--- config.mk ---
export PLATFORM = sky130hd
export DESIGN_NAME = dmem_arb_seq
export DESIGN_NICKNAME = d
export VERILOG_FILES = /design/src/rtl/dmem_arb_seq.sv
export SDC_FILE = /design/constraint.sdc
export NUM_CORES = 1
export LEC_CHECK = 0
export CAP_MARGIN = 20
export CORE_MARGIN = 2
export CORE_UTILIZATION = 25
export DETAILED_ROUTE_END_ITERATION = 6
export PLACE_DENSITY = 0.54
export SETUP_SLACK_MARGIN = 0.02
export SYNTH_ARGS = -nofsm -noshare
export SYNTH_HDL_FRONTEND = slang
export SYNTH_SLANG_ARGS = --single-unit
export TNS_END_PERCENT = 5
--- constraint.sdc ---
create_clock -name clk -period 3.1 [get_ports clk]
set_clock_uncertainty 0.2 [all_clocks]
set_input_delay 0.62 -clock clk [delete_from_list [all_inputs] [get_ports clk]]
set_output_delay 0.62 -clock clk [all_outputs]
set_load 0.005 [all_outputs]
--- src/rtl/dmem_arb_seq.sv ---
// Shares one byte-wide single-port data RAM between two requesters with
// round-robin arbitration. Accesses run as 1/2/4 byte beats and loads are extended.
//
// state  | meaning
// IDLE   | arbitrate and latch the granted request
// ACCESS | one RAM beat per cycle, cnt = beat index
// DRAIN  | final read byte returns; done pulse to the owning port
module dmem_arb_seq #(
    parameter int XLEN = 32,
    parameter int AW   = 12
) (
    input  logic            clk,
    input  logic            rstn,
    input  logic            r0_req,
    input  logic            r0_we,
    input  logic [1:0]      r0_size,
    input  logic            r0_lu,
    input  logic [XLEN-1:0] r0_addr,
    input  logic [XLEN-1:0] r0_wdata,
    output logic            r0_gnt,
    output logic            r0_done,
    output logic            r0_err,
    output logic [XLEN-1:0] r0_rdata,
    input  logic            r1_req,
    input  logic            r1_we,
    input  logic [1:0]      r1_size,
    input  logic            r1_lu,
    input  logic [XLEN-1:0] r1_addr,
    input  logic [XLEN-1:0] r1_wdata,
    output logic            r1_gnt,
    output logic            r1_done,
    output logic            r1_err,
    output logic [XLEN-1:0] r1_rdata,
    output logic            m_en,
    output logic            m_we,
    output logic [AW-1:0]   m_addr,
    output logic [7:0]      m_wdata,
    input  logic [7:0]      m_rdata
);

    typedef enum logic [1:0] {IDLE, ACCESS, DRAIN} state_t;

    state_t          state;
    logic            last_grant, port_q, we_q, lu_q, err_q;
    logic [1:0]      size_q, cnt, nm1, cnt_m1;
    logic [AW-1:0]   addr_q;
    logic [31:0]     wdata_q, rbuf, full;
    logic [XLEN-1:0] rdata0_q, rdata1_q, ld_res, new_rdata;
    logic            g0, g1, sgn;
    logic            s_we, s_lu, s_bad;
    logic [1:0]      s_size;
    logic [XLEN-1:0] s_addr, s_wdata;
    logic            unused_hi;

    // the port that was not granted last wins a tie
    assign g0 = rstn && (state == IDLE) && r0_req && (!r1_req || last_grant);
    assign g1 = rstn && (state == IDLE) && r1_req && (!r0_req || !last_grant);

    assign s_we    = g1 ? r1_we    : r0_we;
    assign s_lu    = g1 ? r1_lu    : r0_lu;
    assign s_size  = g1 ? r1_size  : r0_size;
    assign s_addr  = g1 ? r1_addr  : r0_addr;
    assign s_wdata = g1 ? r1_wdata : r0_wdata;
    assign s_bad   = (s_size == 2'b00) ||
                     (s_size == 2'b10 && s_addr[0]) ||
                     (s_size == 2'b11 && s_addr[1:0] != 2'b00);
    assign unused_hi = ^{s_addr, s_wdata};

    assign cnt_m1 = cnt - 2'd1;

    // last byte comes straight from the RAM during DRAIN
    always_comb begin
        full = rbuf;
        full[{nm1, 3'b000} +: 8] = m_rdata;
        sgn = 1'b0;
        if (!lu_q)
            sgn = (size_q == 2'b01) ? full[7] : (size_q == 2'b10) ? full[15] : 1'b0;
        ld_res = {XLEN{sgn}};
        case (size_q)
            2'b01:   ld_res[7:0]  = full[7:0];
            2'b10:   ld_res[15:0] = full[15:0];
            default: ld_res[31:0] = full;
        endcase
        new_rdata = err_q ? '0 : ld_res;
    end

    assign r0_gnt   = g0;
    assign r1_gnt   = g1;
    assign r0_done  = (state == DRAIN) && !port_q;
    assign r1_done  = (state == DRAIN) && port_q;
    assign r0_err   = r0_done && err_q;
    assign r1_err   = r1_done && err_q;
    assign r0_rdata = (r0_done && (err_q || !we_q)) ? new_rdata : rdata0_q;
    assign r1_rdata = (r1_done && (err_q || !we_q)) ? new_rdata : rdata1_q;

    assign m_en    = (state == ACCESS);
    assign m_we    = m_en && we_q;
    assign m_addr  = m_en ? addr_q + AW'(cnt) : '0;
    assign m_wdata = m_we ? wdata_q[{cnt, 3'b000} +: 8] : 8'h00;

    always_ff @(posedge clk) begin
        if (!rstn) begin
            state      <= IDLE;
            last_grant <= 1'b1;
            port_q     <= 1'b0;
            we_q       <= 1'b0;
            lu_q       <= 1'b0;
            err_q      <= 1'b0;
            size_q     <= 2'b00;
            cnt        <= 2'd0;
            nm1        <= 2'd0;
            addr_q     <= '0;
            wdata_q    <= '0;
            rbuf       <= '0;
            rdata0_q   <= '0;
            rdata1_q   <= '0;
        end else begin
            case (state)
                IDLE: begin
                    if (g0 || g1) begin
                        port_q     <= g1;
                        last_grant <= g1;
                        we_q       <= s_we;
                        lu_q       <= s_lu;
                        size_q     <= s_size;
                        err_q      <= s_bad;
                        addr_q     <= s_addr[AW-1:0];
                        wdata_q    <= s_wdata[31:0];
                        rbuf       <= '0;
                        cnt        <= 2'd0;
                        nm1        <= (s_size == 2'b11) ? 2'd3 : (s_size == 2'b10) ? 2'd1 : 2'd0;
                        state      <= s_bad ? DRAIN : ACCESS;
                    end
                end
                ACCESS: begin
                    if (!we_q && cnt != 2'd0)
                        rbuf[{cnt_m1, 3'b000} +: 8] <= m_rdata;
                    if (cnt == nm1)
                        state <= DRAIN;
                    else
                        cnt <= cnt + 2'd1;
                end
                DRAIN: begin
                    if (!port_q)
                        rdata0_q <= r0_rdata;
                    else
                        rdata1_q <= r1_rdata;
                    state <= IDLE;
                end
                default: state <= IDLE;
            endcase
        end
    end

endmodule

==> flow_metrics.tcl <==
set metrics [dict create \
    ant_nets 0 \
    ys_ff_latch 152 \
    yosys.cell_count.top_type "dfxtp_1" \
    synth_top_family_by_area "compound AO/OA/AOI/OAI gates" \
    critPathCaptureType "primary output" \
    syn_inst 915 \
    route.vias.total 7616 \
    final_core_util_pct 38.7 \
    rsz0062_at_grt "true" \
    synth.mux.area_fraction_pct 13.8 \
    synth_common_cells "dfxtp_1, a21oi_1, nand2_1, o21ai_0, mux2i_1" \
    cts_tree "done" \
    synthArstFlopShare_pct 0 \
    die_y_um 183 \
    path_max_fanout 11 \
    rrSetupSlack_ps 460 \
    coreArea_um2 31600 \
    critical_path_buf_inv_count 6 \
    grt.met3_usage_pct 3.90 \
    yosys.area_share.adder_pct 1.96 \
    use_met2_pct 26.2 \
    hold_buffers 0 \
    yosysTopAreaCell "dfxtp_1" \
    setup_slack_ps -127 \
    track_usage_pct 15.6 \
    globalplace.congestion 0.780 \
    chipWidth_um 183 \
    max_stage_delay_ps 330 \
    grt_pass1_vias 7453 \
    avgSynthCellArea_um2 8.80 \
    diodes 0 \
    synth.distinct_cells 60 \
    yosys.area_share.simple_pct 14.2 \
    timing.fmax_mhz 310 \
    violations "setup timing" \
    setup_viol 41 \
    worstMarginPinSlew_ps 660 \
    clkSinkCount 152 \
    finalHoldViolCount 0 \
    synth_top_area_share_pct 37.8 \
    max_cap_violations 0 \
    pin_count 240 \
    grt_remaining_overflow 0 \
    rows 65 \
    synth-edff-count 0 \
    status "finished, violations left" \
    synthFlopType "dfxtp_1" \
    htree_num_levels 4 \
    cts_buffers 17 \
    criticalPathCategory "reg2out" \
    grt_max_degree 61 \
    hp-class "reg2reg" \
    yosysSeqAreaShare_pct 37.8 \
    port_buffers 199 \
    dp_hpwl_mm 18.3 \
    max-vdd-ir-drop_mv 0.393 \
    worstPathCellList "inv_2 > ha_4 > buf_6 > and4b_1 > nor3b_4 > buf_4 > o21ai_4 > buf_12 > buf_16 > a21oi_4 > buf_2" \
    power.total_w 0.00604 \
    grt_use_met1_pct 20.0 \
    drc 0 \
    cts_root_buf "clkbuf_16" \
    ys_top_cells_by_area "dfxtp_1, mux2i_1, a21oi_1" \
    worstSkewPairLatency_ps 430 \
    crit_family "buffers and inverters" \
    place_ws_ps -399 \
    power_leakage_nw 5.00 \
    yosys.area_share.xor_xnor_pct 1.20 \
    drtPass1Iterations 5 \
    clk_pin_slew_ps 70 \
    cpMaxStageDelayCell "dfxtp_2" \
    syn_to_final_growth_pct 52.1 \
    timing.final.crit_share_pct 104 \
    antenna_found_initial 0 \
    nets 1334 \
    dieArea_um2 33700 \
    hold_ws_ps 246 \
    synth_fp_nets 1075 \
    start_kind "register" \
    grt.busiest_layer "met2" \
    maxSlewHeadroom_pct 56.0 \
    postLayoutCellArea_um2 12200 \
    power.density_nw_per_um2 493 \
    drt_iter0_drc 326 \
    post-route-min-period_ps 3230 \
    cp_data_required_time_ps 2280 \
    start_util_pct 25.5 \
    synth-compound-area-share_pct 24.6 \
    cp.arrival_ps 2410 \
    drive_above_1_share_pct 28.5 \
    syn_area_um2 8050 \
    wl_mm 26.2 \
    slew_viol_final 0 \
    grt_pass1_wl_mm 41.0 \
    placed_area_um2 11000 \
    routed_via_density 4.79 \
    ys_warn_count 0 \
    cts_buffer_depth 2 \
    route.detailed.wl_per_inst_um 16.5 \
]
## logic make-up after synthesis
logic type / after synthesis
multiplexers: 99
buffers and inverters: 116
adder cells (fa/ha/maj): 12
AND/OR/NAND/NOR: 208
XOR/XNOR: 11
AO/OA/AOI/OAI: 317
flip-flops: 152
## report_power, final
part	total (W)	switching (W)	internal, W
Clock	0.00227	0.000968	0.00130
Sequential	0.00213	0.0000732	0.00206
Combinational	0.00164	0.000839	0.000797
## worst reg2reg max path: stages (launching register included)
cell and delay, ps:
dfxtp_1 410, buf_12 190, inv_1 160, ha_1 390
or3b_2 490, nor4_4 460, nand2_1 150, mux2i_1 150
## layout make-up
class	instances	area [um^2]
fill	3183	19400
multi-input combinational	647	4980
sequential	152	3050
timing repair buffer	316	2930
tap	402	503
clock buffer	17	425
clock inverter	15	201
inverter	40	154
## layout by cell type, fill, tap and decap left out, drive strengths merged, types with 7 or more instances in the layout
master and count:
a211oi 32, a21oi 162, a221o 8, and2 20, and3 10, buf 152, clkbuf 21, clkdlybuf4s50 134
dfxtp 152, dlygate4sd2 18, dlymetal6s2s 7, ha 11, inv 49, mux2 17, mux2i 74, mux4 8
nand2 87, nand2b 13, nand3 26, nand4bb 11, nor2 11, nor3 13, o21ai 89, o221ai 16
xnor2 8
## state kept, by name, summed over array words and instances (netlist names)
name	flops
rbuf	32
rdata0_q	32
rdata1_q	32
wdata_q	32
addr_q	12
cnt	2
nm1	2
state	2
err_q	1
last_grant	1
lu_q	1
port_q	1
size_q	1
we_q	1
## worst paths after layout
kind	depth (start not counted)	from	endpoint
setup / recovery	11	nm1[1]	r0_rdata[30]
hold reg to reg	2	rbuf[26]	rbuf[26]
setup reg to reg	7	cnt[0]	rbuf[22]
hold / removal	2	rbuf[26]	rbuf[26]
## per-stage QoR
step	setup TNS, ps	cells
6_report	-3220	1589
4_1_cts	-5150	1585
5_1_grt	-7970	1589
3_3_place_gp	-18010	1535
2_1_floorplan	0	915
3_5_place_dp	-18100	1535
## per-layer routing
| metal | wire length [um] | vias up |
|---|---|---|
| li1 | - | 3815 |
| met1 | 11900 | 3597 |
| met2 | 12600 | 185 |
| met3 | 1400 | 19 |
| met4 | 237 | 0 |
| met5 | 0 | - |
## repair_timing
item                                    4_1_cts  5_1_grt
gates resized for setup                     260       53
pin swaps                                    21       10
setup buffers                                16        4
cloned                                        3        0
endpoints found under the setup margin       80       82
(Power assumes the default switching activity.)
